### config.mk
export PLATFORM = sky130hd
export DESIGN_NAME = fetch_stage
export DESIGN_NICKNAME = d
export VERILOG_FILES = /design/src/rtl/fetch_stage.sv
export SDC_FILE = /design/constraint.sdc
export NUM_CORES = 1
export LEC_CHECK = 0
export ABC_CLOCK_PERIOD_IN_PS = 7100
export CAP_MARGIN = 20
export CORE_MARGIN = 3
export CORE_UTILIZATION = 41
export CTS_BUF_LIST = sky130_fd_sc_hd__clkbuf_16
export CTS_CLUSTER_DIAMETER = 100
export DETAILED_ROUTE_END_ITERATION = 16
export PLACE_DENSITY = 0.79
export SYNTH_ARGS = -nofsm -noshare
export SYNTH_HDL_FRONTEND = slang
export SYNTH_SLANG_ARGS = --single-unit
export TNS_END_PERCENT = 5
### constraint.sdc
create_clock -name clk -period 7.1 [get_ports clk]
set_clock_uncertainty 0.2 [all_clocks]
set_input_delay 2.13 -clock clk [delete_from_list [all_inputs] [get_ports clk]]
set_output_delay 2.13 -clock clk [all_outputs]
set_load 0.05 [all_outputs]
### src/rtl/fetch_stage.sv
// fetch_stage: instruction-fetch stage feeding decode.
// Owns the architectural PC, drives the instruction-memory request/address with a
// ready handshake, applies execute redirects and hazard-unit stall/flush, and holds the
// fetch/decode pipeline register (inst_d / pc_d / valid_d, pc_d = fetch address + 8).
// Optional instruction/bubble counters are built when FETCH_PERF_CNT_EN is defined;
// otherwise fetch_cnt and bubble_cnt are tied to zero.
module fetch_stage #(
    parameter int unsigned N        = 32,
    parameter logic [N-1:0] RESET_PC = 32'h0000_0000,
    parameter logic [N-1:0] NOP_INST = 32'h0000_0000
) (
    input  logic         clk,
    input  logic         rst,
    input  logic         stall_f,
    input  logic         stall_d,
    input  logic         flush_d,
    input  logic         pc_src,
    input  logic [N-1:0] branch_target,
    output logic [N-1:0] imem_addr,
    output logic         imem_req,
    input  logic [N-1:0] imem_rdata,
    input  logic         imem_ready,
    output logic [N-1:0] inst_d,
    output logic [N-1:0] pc_d,
    output logic         valid_d,
    output logic [31:0]  fetch_cnt,
    output logic [31:0]  bubble_cnt
);

    // Fetch FSM encoding
    localparam logic [1:0] ST_FETCH      = 2'd0;
    localparam logic [1:0] ST_WAIT       = 2'd1;
    localparam logic [1:0] ST_WAIT_REDIR = 2'd2;

    localparam logic [N-1:0] PC_STEP    = N'(4);
    // Decode sees the R15-read value: fetch address + 8
    localparam logic [N-1:0] PC_READ_OFS = N'(8);

    logic [1:0]   state_q, state_d;
    logic [N-1:0] pc_f_q, pc_f_d;
    logic [N-1:0] pending_q, pending_d;

    logic [N-1:0] fd_inst_q, fd_inst_d;
    logic [N-1:0] fd_pc_q, fd_pc_d;
    logic         fd_valid_q, fd_valid_d;

    logic word_valid;
    logic discard;
    logic fetch_ok;

    // Memory handshake: a request is always outstanding out of reset
    always_comb begin
        imem_req  = ~rst;
        imem_addr = pc_f_q;
    end

    // Classify this cycle's returned word
    always_comb begin
        word_valid = imem_req & imem_ready;
        // The word answering a fetch made before a redirect is stale
        discard    = (state_q == ST_WAIT_REDIR);
        fetch_ok   = word_valid & ~discard & ~stall_f;
    end

    // Next-PC and FSM: memory-wait hold > pc_src > stall_f > sequential
    always_comb begin
        state_d   = state_q;
        pc_f_d    = pc_f_q;
        pending_d = pending_q;
        case (state_q)
            ST_WAIT_REDIR: begin
                // Last redirect wins while the stale word is still outstanding
                if (pc_src) begin
                    pending_d = branch_target;
                end
                if (word_valid) begin
                    pc_f_d    = pc_src ? branch_target : pending_q;
                    pending_d = '0;
                    state_d   = ST_FETCH;
                end
            end
            default: begin
                // ST_FETCH and ST_WAIT behave identically once data arrives
                if (!word_valid) begin
                    if (pc_src) begin
                        pending_d = branch_target;
                        state_d   = ST_WAIT_REDIR;
                    end else begin
                        state_d   = ST_WAIT;
                    end
                end else begin
                    state_d = ST_FETCH;
                    if (pc_src) begin
                        pc_f_d = branch_target;
                    end else if (!stall_f) begin
                        pc_f_d = pc_f_q + PC_STEP;
                    end
                end
            end
        endcase
    end

    // F/D register next state: flush/redirect > stall_d > load (word or bubble)
    always_comb begin
        fd_inst_d  = fd_inst_q;
        fd_pc_d    = fd_pc_q;
        fd_valid_d = fd_valid_q;
        if (flush_d || pc_src) begin
            fd_inst_d  = NOP_INST;
            fd_pc_d    = '0;
            fd_valid_d = 1'b0;
        end else if (stall_d) begin
            // hold all three outputs
        end else if (fetch_ok) begin
            fd_inst_d  = imem_rdata;
            fd_pc_d    = pc_f_q + PC_READ_OFS;
            fd_valid_d = 1'b1;
        end else begin
            fd_inst_d  = NOP_INST;
            fd_pc_d    = '0;
            fd_valid_d = 1'b0;
        end
    end

    // PC, FSM and pending redirect state
    always_ff @(posedge clk or posedge rst) begin
        if (rst) begin
            state_q   <= ST_FETCH;
            pc_f_q    <= RESET_PC;
            pending_q <= '0;
        end else begin
            state_q   <= state_d;
            pc_f_q    <= pc_f_d;
            pending_q <= pending_d;
        end
    end

    // Fetch/decode pipeline register
    always_ff @(posedge clk or posedge rst) begin
        if (rst) begin
            fd_inst_q  <= NOP_INST;
            fd_pc_q    <= '0;
            fd_valid_q <= 1'b0;
        end else begin
            fd_inst_q  <= fd_inst_d;
            fd_pc_q    <= fd_pc_d;
            fd_valid_q <= fd_valid_d;
        end
    end

    // Decode-facing outputs come straight from the F/D register
    always_comb begin
        inst_d  = fd_inst_q;
        pc_d    = fd_pc_q;
        valid_d = fd_valid_q;
    end

`ifdef FETCH_PERF_CNT_EN
    logic        fd_load;
    logic [31:0] fetch_cnt_q, fetch_cnt_d;
    logic [31:0] bubble_cnt_q, bubble_cnt_d;

    // Count F/D loads only; stall_d holds are neither fetches nor bubbles
    always_comb begin
        fd_load      = flush_d | pc_src | ~stall_d;
        fetch_cnt_d  = fetch_cnt_q;
        bubble_cnt_d = bubble_cnt_q;
        if (fd_load) begin
            if (fd_valid_d) begin
                fetch_cnt_d = fetch_cnt_q + 32'd1;
            end else begin
                bubble_cnt_d = bubble_cnt_q + 32'd1;
            end
        end
    end

    // Performance counter state
    always_ff @(posedge clk or posedge rst) begin
        if (rst) begin
            fetch_cnt_q  <= '0;
            bubble_cnt_q <= '0;
        end else begin
            fetch_cnt_q  <= fetch_cnt_d;
            bubble_cnt_q <= bubble_cnt_d;
        end
    end

    // Counter outputs
    always_comb begin
        fetch_cnt  = fetch_cnt_q;
        bubble_cnt = bubble_cnt_q;
    end
`else
    // Counters not built
    always_comb begin
        fetch_cnt  = '0;
        bubble_cnt = '0;
    end
`endif

endmodule

======== After elaboration in Yosys (flattened, before gate mapping) ========
Cells that the tools add are included.
operators by class
  add/subtract/negate cells ............... 2
  equality and inequality tests ........... 5
  mux-type cells .......................... 22
  bitwise gates (word level) .............. 6
  reduce and logical (&&, ||, !) cells .... 2
operator list
  kind                                                             count
  32-bit 2-to-1 mux                                                15
  32-bit by 3-bit adder with 32-bit output, second input constant  1
  32-bit by 4-bit adder with 32-bit output, second input constant  1
  2-bit 2-to-1 mux                                                 4
  2-bit by 1-bit != test with 1-bit output, second input constant  2
  1-bit bitwise AND                                                3
  1-bit 2-to-1 mux                                                 3
  3-bit by 1-bit != test with 1-bit output, second input constant  1
  1-bit NOT                                                        3
  2-bit equality test, second input constant                       1
  2-bit != test, second input constant                             1
  2-bit AND reduction                                              1
  1-bit logical OR                                                 1
word-level totals
  bits in registers ....................... 131
  output and inout port bits .............. 162

======== Logic depth before layout (Yosys ltp) ========
Gate-level depths: netlist (run 1).
  depth after elaboration ................. 7
  gate-level depth with buffers ........... 8
  depth with buffers taken out ............ 6

======== Worst setup path before layout (run 1) ========
OpenSTA, ideal clock, no wires.
  path kind ............................... input -> output
  from .................................... input port rst
  to ...................................... output port imem_req
  arrival time ............................ 5.107 ns
  path slack .............................. -0.337 ns
  stages on the path ...................... 1
  path buffers ............................ 0
  cell sequence ........................... inv_1
on the way
  word-level cells in the longest chain between the ends .. 1
ends and longest elaborated chain
  element             line  RTL
  start: declaration  13    input logic rst,
  1-bit NOT           53    imem_req = ~rst;
  end: declaration    20    output logic imem_req,
Every way passes these cells.

======== Final worst setup path (run 1) ========
Ends and elaborated chain as after synthesis.

==> Implementation_results.wiki, run 1 <==
{| class="wikitable"
! Metric !! Value
|-
| Status || finished, final reports clean
|-
| Final Wtd Congestion || just over 0.9
|-
| Final cell count without fillers || 1112
|-
| Maximum fanout encountered on the critical timing path || 3
|-
| Maximum number of pins on one net before global-route repair || 81
|-
| Layout cells sized above 1 || 7.03%
|-
| Most frequent cells in the layout || sky130_fd_sc_hd__clkdlybuf4s50_1 (166), sky130_fd_sc_hd__dfrtp_1 (131), sky130_fd_sc_hd__nand2_1 (94)
|-
| Ant. Diodes || 0
|-
| Detailed-route wire length || 20500 um
|-
| DIE AREA || roughly 0.018 mm2
|-
| Number of synthesized flops with an enable pin || 0
|-
| Category of the most critical setup path || in2out
|-
| Final nets || 956
|-
| Transition time at the pin with the least slew margin || 1.03 ns
|-
| Number of buffers added by the clock tree synthesis step || 17
|-
| Cell accounting for the most synthesized area || sky130_fd_sc_hd__dfrtp_1
|-
| Arrival time of the worst setup path || 3.17 ns
|-
| Root cell of the clock tree || sky130_fd_sc_hd__clkbuf_16
|-
| Number of maximum-capacitance violations || 0
|-
| Share of the yosys chip area belonging to registers || between 40% and 50%
|-
| Setup slack, reg-to-reg || 4.18 ns
|-
| Critical Path Slowest Stage Cell || sky130_fd_sc_hd__clkdlybuf4s50_1
|-
| Iteration-0 DRC Markers || 504
|-
| Post-detailed-route DRC marker count || 0
|-
| Flop and latch count out of synthesis || 131
|-
| Synthesized instance count || 741
|-
| Setup slack after placement || 1.59 ns
|-
| Crit. End Element || output pin
|-
| Hold WS || 0.274 ns
|-
| PnR worst setup slack || between 1.5 and 2 ns
|-
| Synth-to-layout area growth || 31.8%
|-
| Total via count in the routed design || 6178
|-
| Placement Rows || 46
|-
| Unrepaired setup endpoints after global routing || false
|-
| Crit-path max cell delay || 0.63 ns
|-
| Power density over cell area || approximately 260 mW/mm2
|-
| Total number of yosys warnings || 0
|-
| Clock edge transition at the registers on the reported setup and hold paths || 0.06 ns
|-
| Die height || between 100 and 150 um
|-
| Via count of the first global-routing pass || 5851
|-
| Fin Setup TNS || 0 ns
|-
| Fraction of registers with async set/reset || 100%
|-
| Most area-consuming cells after synthesis || sky130_fd_sc_hd__dfrtp_1 (47%), sky130_fd_sc_hd__a22o_1 (8.7%), sky130_fd_sc_hd__buf_4 (7.3%)
|-
| CTS H-Tree Depth || 4
|-
| Placed cell count || 1079
|-
| Worst Path Required || 4.77 ns
|-
| Count of endpoints failing setup in the final report || 0
|-
| Core occupancy in the finished layout || 56.4%
|-
| Chip Width || around 140 um
|-
| Final global-route overflow total || 0
|-
| Post-DRT Antenna Nets || 0
|-
| Insertion delay to the later sink of the worst-skew pair || 0.42 ns
|-
| Routed via count divided by cell count || 5.56
|-
| CP endpoint || imem_req
|-
| Mean instance size in the synthesized netlist || roughly 9.3 um2
|-
| Number of input and output port buffers inserted || 168
|-
| First-pass GRT wire length || 32000 um
|-
| Worst-case clock buffer depth || 2
|-
| Critical Path Source Type || input pin
|-
| Achievable frequency || 182 MHz
|-
| Crit path from || rst
|-
| Distinct cells, synth || 54
|-
| Total count of hold-check failures in the final report || 0
|-
| DR pass1 iterations || 5
|-
| Minimum clock period after layout || between 5 and 6 ns
|-
| Period utilisation layout || between 70% and 80%
|-
| Number of buffers inserted for hold repair after clock tree synthesis || 0
|-
| Initial core utilization || 42.8%
|-
| GRT Util Overall || between 20 and 25%
|-
| Worst Hold Class || reg2reg
|-
| Depth of the worst register-to-register path || 6
|-
| Number of max-slew violations in the final report || 0
|-
| Reg-to-reg startpoint || imem_addr[2]
|-
| Total number of clock tree sinks || 131
|-
| Share of Yosys cell area claimed by the top area cell type || between 40% and 50%
|-
| # Post-CTS Setup Buffers || 0
|-
| Filler Cell Count || 1406
|-
| VDD IR max || roughly 0.18 mV
|-
| Leading cell type in the layout, fill and taps excluded || sky130_fd_sc_hd__clkdlybuf4s50_1
|-
| HPWL after detailed placement || 14700 um
|-
| CP Cell Sequence || clkdlybuf4s50_1, clkinvlp_4, buf_4
|-
| Number of antenna violations at the first check in global routing || 0
|-
| Most used flip-flop cell after synthesis || sky130_fd_sc_hd__dfrtp_1
|-
| Core area || 0.0162 mm2
|-
| Leakage component of the power || 3.85 nW
|-
| Wire length per cell after detailed routing || approximately 18 um
|-
| Cts repair resizes || 0
|-
| I/O pin count || 233
|-
| Post-synth design cell area || 0.00692 mm2
|-
| Max-Slew Margin vs Limit || a little under a third
|-
| TritonCTS clock tree || yes
|-
| Critical R2R Capture || imem_addr[14]
|}
worst min-delay path by stage:
stage                        from             to  cells past startpoint
floorplan           pending_q[15]  pending_q[15]                      1
global placement         pc_d[18]       pc_d[18]                      2
detailed placement        valid_d        valid_d                      2
CTS                       valid_d        valid_d                      2
global route              valid_d        valid_d                      2
finish                    valid_d        valid_d                      2
layer usage:
| layer | wire, um | part of all wire (%) | up-vias | GRT usage (%) |
|---|---|---|---|---|
| met5 | 0 | 0 | - | 0 |
| li1 | - | - | 2818 | - |
| met1 | 8170 | 40 | 2924 | 29.4 |
| met2 | 9420 | 46 | 381 | 34.9 |
| met4 | 513 | 2.5 | 0 | 7.28 |
| met3 | 2390 | 12 | 55 | 6.62 |
registers in the layout (all words and copies together), names as in the netlist:
register	count
imem_addr	32
inst_d	32
pc_d	32
pending_q	32
state_q	2
valid_d	1
critical path: cells and delay by family:
kind | cells | cell delay, ns
buffers and inverters | 3 | 1.03
cell type report:
class                           instances  area, um2  area share, %
Clock buffer                           17        425           4.66
Clock inverter                         15        189           2.07
Inverter                               13       52.6          0.576
Multi-Input combinational cell        540       3120           34.2
Sequential cell                       131       3280           35.9
Tap cell                              216        270           2.96
Timing Repair Buffer                  180       1780           19.6
cell usage after synthesis, drive strengths merged, types with 2 or more instances:
| master | number |
|---|---|
| dfrtp | 131 |
| nor3 | 19 |
| a211oi | 2 |
| ha | 2 |
| o31ai | 3 |
| xor2 | 7 |
| nor2 | 35 |
| o21ai | 76 |
| buf | 88 |
| a221oi | 2 |
| nor2b | 4 |
| nor3b | 3 |
| mux2i | 2 |
| a31oi | 14 |
| xnor2 | 19 |
| a22o | 69 |
| inv | 13 |
| a41oi | 6 |
| a21o | 2 |
| and2 | 5 |
| nand4 | 17 |
| o211ai | 3 |
| or3 | 2 |
| nand3 | 20 |
| o22ai | 7 |
| a21oi | 27 |
| nand2b | 3 |
| and3 | 11 |
| nor4 | 10 |
| clkbuf | 32 |
| nand2 | 94 |
stage by stage:
stage | power, W | cell area, um2
finish | 0.00236 | 9120
global route | 0.00245 | 9120
CTS | 0.00237 | 9090
detailed placement | 0.00146 | 8480
global placement | 0.00145 | 8480
floorplan | 0.00129 | 7160
cells by family (layout without fill, tap and decap cells):
| kind of cell | after synthesis | count (layout) | share of synthesized area, % |
|---|---|---|---|
| xor+xnor | 26 | 26 | 3.29 |
| fa+ha+maj | 2 | 2 | 0.362 |
| compound gates | 218 | 218 | 21.0 |
| mux | 3 | 3 | 0.452 |
| other cells | 1 | 64 | 0.0542 |
| simple gates | 227 | 227 | 16.2 |
| buf+inv | 133 | 225 | 11.2 |
| flops | 131 | 131 | 47.4 |
power by group:
group	internal [W]	switching (W)	total, W
clock network	0.000583	0.000321	0.000905
logic	0.000179	0.000369	0.000548
registers	0.000805	0.000100	0.000905
Note: power is estimated with default switching activity, not from simulation.
==> run 2, diff against run 1 <==
- ABC_CLOCK_PERIOD_IN_PS: 7100 -> 4500
- clock period: 7.1 -> 4.5 ns (I/O delays scaled with it)
==> Implementation_results.wiki, run 2 (same netlist as run 1, synthesis figures left out) <==
{| class="wikitable"
! Metric !! Value
|-
| Status || finished, final reports clean
|-
| Detailed-route wire length || 20600 um (+0.60%)
|-
| Insertion delay to the later sink of the worst-skew pair || 0.43 ns (about the same)
|-
| CTS H-Tree Depth || 4 (unchanged)
|-
| DIE AREA || 0.0185 mm2 (unchanged)
|-
| Iteration-0 DRC Markers || 509 (+0.99%)
|-
| Number of max-slew violations in the final report || 0 (unchanged)
|-
| Total via count in the routed design || 6216 (+0.62%)
|-
| Wire length per cell after detailed routing || 18.5 um (+0.42%)
|-
| Ant. Diodes || 0 (unchanged)
|-
| Power density over cell area || 411 mW/mm2 (+59%)
|-
| Via count of the first global-routing pass || 5752 (-1.7%)
|-
| Routed via count divided by cell count || 5.58 (+0.43%)
|-
| Arrival time of the worst setup path || 2.38 ns (-0.79 ns)
|-
| Hold WS || 0.276 ns (+0.00201 ns)
|-
| VDD IR max || 0.294 mV (+61%)
|-
| Layout cells sized above 1 || 6.79% (-0.24 points)
|-
| Number of antenna violations at the first check in global routing || 0 (unchanged)
|-
| Filler Cell Count || 1435 (+2.1%)
|-
| Leading cell type in the layout, fill and taps excluded || sky130_fd_sc_hd__clkdlybuf4s50_1
|-
| Setup slack after placement || 0.565 ns (-1.02 ns)
|-
| Post-DRT Antenna Nets || 0 (unchanged)
|-
| Count of endpoints failing setup in the final report || 0 (unchanged)
|-
| Unrepaired setup endpoints after global routing || false
|-
| Critical Path Slowest Stage Cell || sky130_fd_sc_hd__clkdlybuf4s50_1
|-
| Final nets || 958 (+0.21%)
|-
| Synth-to-layout area growth || 32.0%
|-
| Die height || 136 um (unchanged)
|-
| Cts repair resizes || 0 (unchanged)
|-
| Fin Setup TNS || 0 ns (unchanged)
|-
| DR pass1 iterations || 6 (+1)
|-
| Count of buffer and inverter cells on the critical path || 3 (unchanged)
|-
| Post-detailed-route DRC marker count || 0 (unchanged)
|-
| Root cell of the clock tree || sky130_fd_sc_hd__clkbuf_16
|-
| CP Cell Sequence || clkdlybuf4s50_1, clkinvlp_4, buf_4
|-
| PnR worst setup slack || 0.569 ns (-1.03 ns)
|-
| Minimum clock period after layout || 3.93 ns
|-
| Clock edge transition at the registers on the reported setup and hold paths || 0.06 ns (about the same)
|-
| Total number of clock tree sinks || 131 (unchanged)
|-
| Crit. End Element || output pin
|-
| Number of maximum-capacitance violations || 0 (unchanged)
|-
| I/O pin count || 233 (unchanged)
|-
| Initial core utilization || 42.8% (unchanged)
|-
| Maximum number of pins on one net before global-route repair || 78 (-3.7%)
|-
| Final global-route overflow total || 0 (unchanged)
|-
| Transition time at the pin with the least slew margin || 1.11 ns (+0.0848 ns)
|-
| GRT Util Overall || 22.1% (-0.12 points)
|-
| Core area || 0.0162 mm2 (unchanged)
|-
| Period utilisation layout || 87.4%
|-
| Worst Hold Class || reg2reg
|-
| # Post-CTS Setup Buffers || 0 (unchanged)
|-
| TritonCTS clock tree || yes
|-
| Number of buffers inserted for hold repair after clock tree synthesis || 0 (unchanged)
|-
| HPWL after detailed placement || 14700 um (-0.35%)
|-
| Category of the most critical setup path || in2out
|-
| Critical Path Source Type || input pin
|-
| Placement Rows || 46 (unchanged)
|-
| Chip Width || 136 um (unchanged)
|-
| Achievable frequency || 254 MHz
|-
| Number of input and output port buffers inserted || 168 (unchanged)
|-
| Crit-path max cell delay || 0.62 ns (about the same)
|-
| Max-Slew Margin vs Limit || 25.5% (-5.7 points)
|-
| Maximum fanout encountered on the critical timing path || 3 (unchanged)
|-
| Worst path top cell family by delay || buffers and inverters
|-
| Total count of hold-check failures in the final report || 0 (unchanged)
|-
| Worst-case clock buffer depth || 2 (unchanged)
|-
| Number of buffers added by the clock tree synthesis step || 17 (unchanged)
|-
| Leakage component of the power || 3.87 nW (+0.31%)
|-
| Most frequent cells in the layout || sky130_fd_sc_hd__clkdlybuf4s50_1 (166), sky130_fd_sc_hd__dfrtp_1 (131), sky130_fd_sc_hd__nand2_1 (94)
|-
| First-pass GRT wire length || 31800 um (-0.60%)
|-
| Final Wtd Congestion || 0.917 (-0.43%)
|-
| Worst Path Required || 2.95 ns (-1.82 ns)
|}
-- run 2: changes by cell type in the layout (fill, tap and decap cells not counted) --
| cell | delta |
|---|---|
| sky130_fd_sc_hd__buf_12 | +1 |
| sky130_fd_sc_hd__buf_16 | -1 |
| sky130_fd_sc_hd__bufinv_16 | +1 |
| sky130_fd_sc_hd__clkinvlp_4 | -1 |
| sky130_fd_sc_hd__clkinv_1 | +3 |
| sky130_fd_sc_hd__inv_1 | +1 |
| sky130_fd_sc_hd__inv_6 | -1 |
| sky130_fd_sc_hd__buf_4 | +2 |
| sky130_fd_sc_hd__clkinv_2 | -1 |
| sky130_fd_sc_hd__clkinv_4 | -2 |
-- run 2: cell type report --
type                            instances  area (um2)  area share (%)
Sequential cell                       131        3280            35.9
Multi-Input combinational cell        540        3120            34.2
Timing Repair Buffer                  182        1790            19.6
Clock buffer                           17         425            4.66
Tap cell                              216         270            2.96
Clock inverter                         15         195            2.14
Inverter                               13        52.6           0.575
-- run 2: worst reg2reg max path, delay by kind of cell (launching register included) --
kind / cells / cell delay [ns]
buf+inv: 1 / 0.22
compound gates: 3 / 0.40
simple gates: 2 / 1.08
flops: 1 / 0.38
fa+ha+maj: 1 / 0.22
-- run 2: final timing paths --
check,slack [ns],cells past startpoint,start,end
min reg2reg,0.28,2,pc_d[18],pc_d[18]
min,0.28,2,pc_d[18],pc_d[18]
max,0.57,3,rst,imem_req
min in group asynchronous,1.49,3,rst,pc_d[14]
max in group asynchronous,1.14,4,rst,imem_addr[5]
max reg2reg,1.88,7,imem_addr[2],imem_addr[14]
-- run 2: power by group --
group	switching [W]	internal (W)	total, W
logic	0.000591	0.000283	0.000874
registers	0.000145	0.00127	0.00142
clock network	0.000500	0.000965	0.00147
total	0.00124	0.00252	0.00376
-- run 2: per-layer routing --
layer	up-vias	GRT usage, %	routed length [um]
li1	2816	-	-
met1	3001	29.6	8380
met2	362	33.9	9440
met3	37	6.70	2390
met4	0	7.78	414
met5	-	0	0
-- run 2: through the flow --
step | total power [W] | instance area [um2] | utilization [%] | instances
finish | 0.00376 | 9140 | 56.5 | 1114
global route | 0.00389 | 9140 | 56.5 | 1114
CTS | 0.00377 | 9140 | 56.5 | 1114
detailed placement | 0.00230 | 8510 | 52.6 | 1082
global placement | 0.00229 | 8510 | 52.6 | 1082
floorplan | 0.00204 | 7160 | - | 804
==> run 3, diff against run 2 <==
- GPL_ROUTABILITY_DRIVEN: default -> 0
==> results of run 3 <==
Final layout, timing and power as in run 2 (identical DEF).
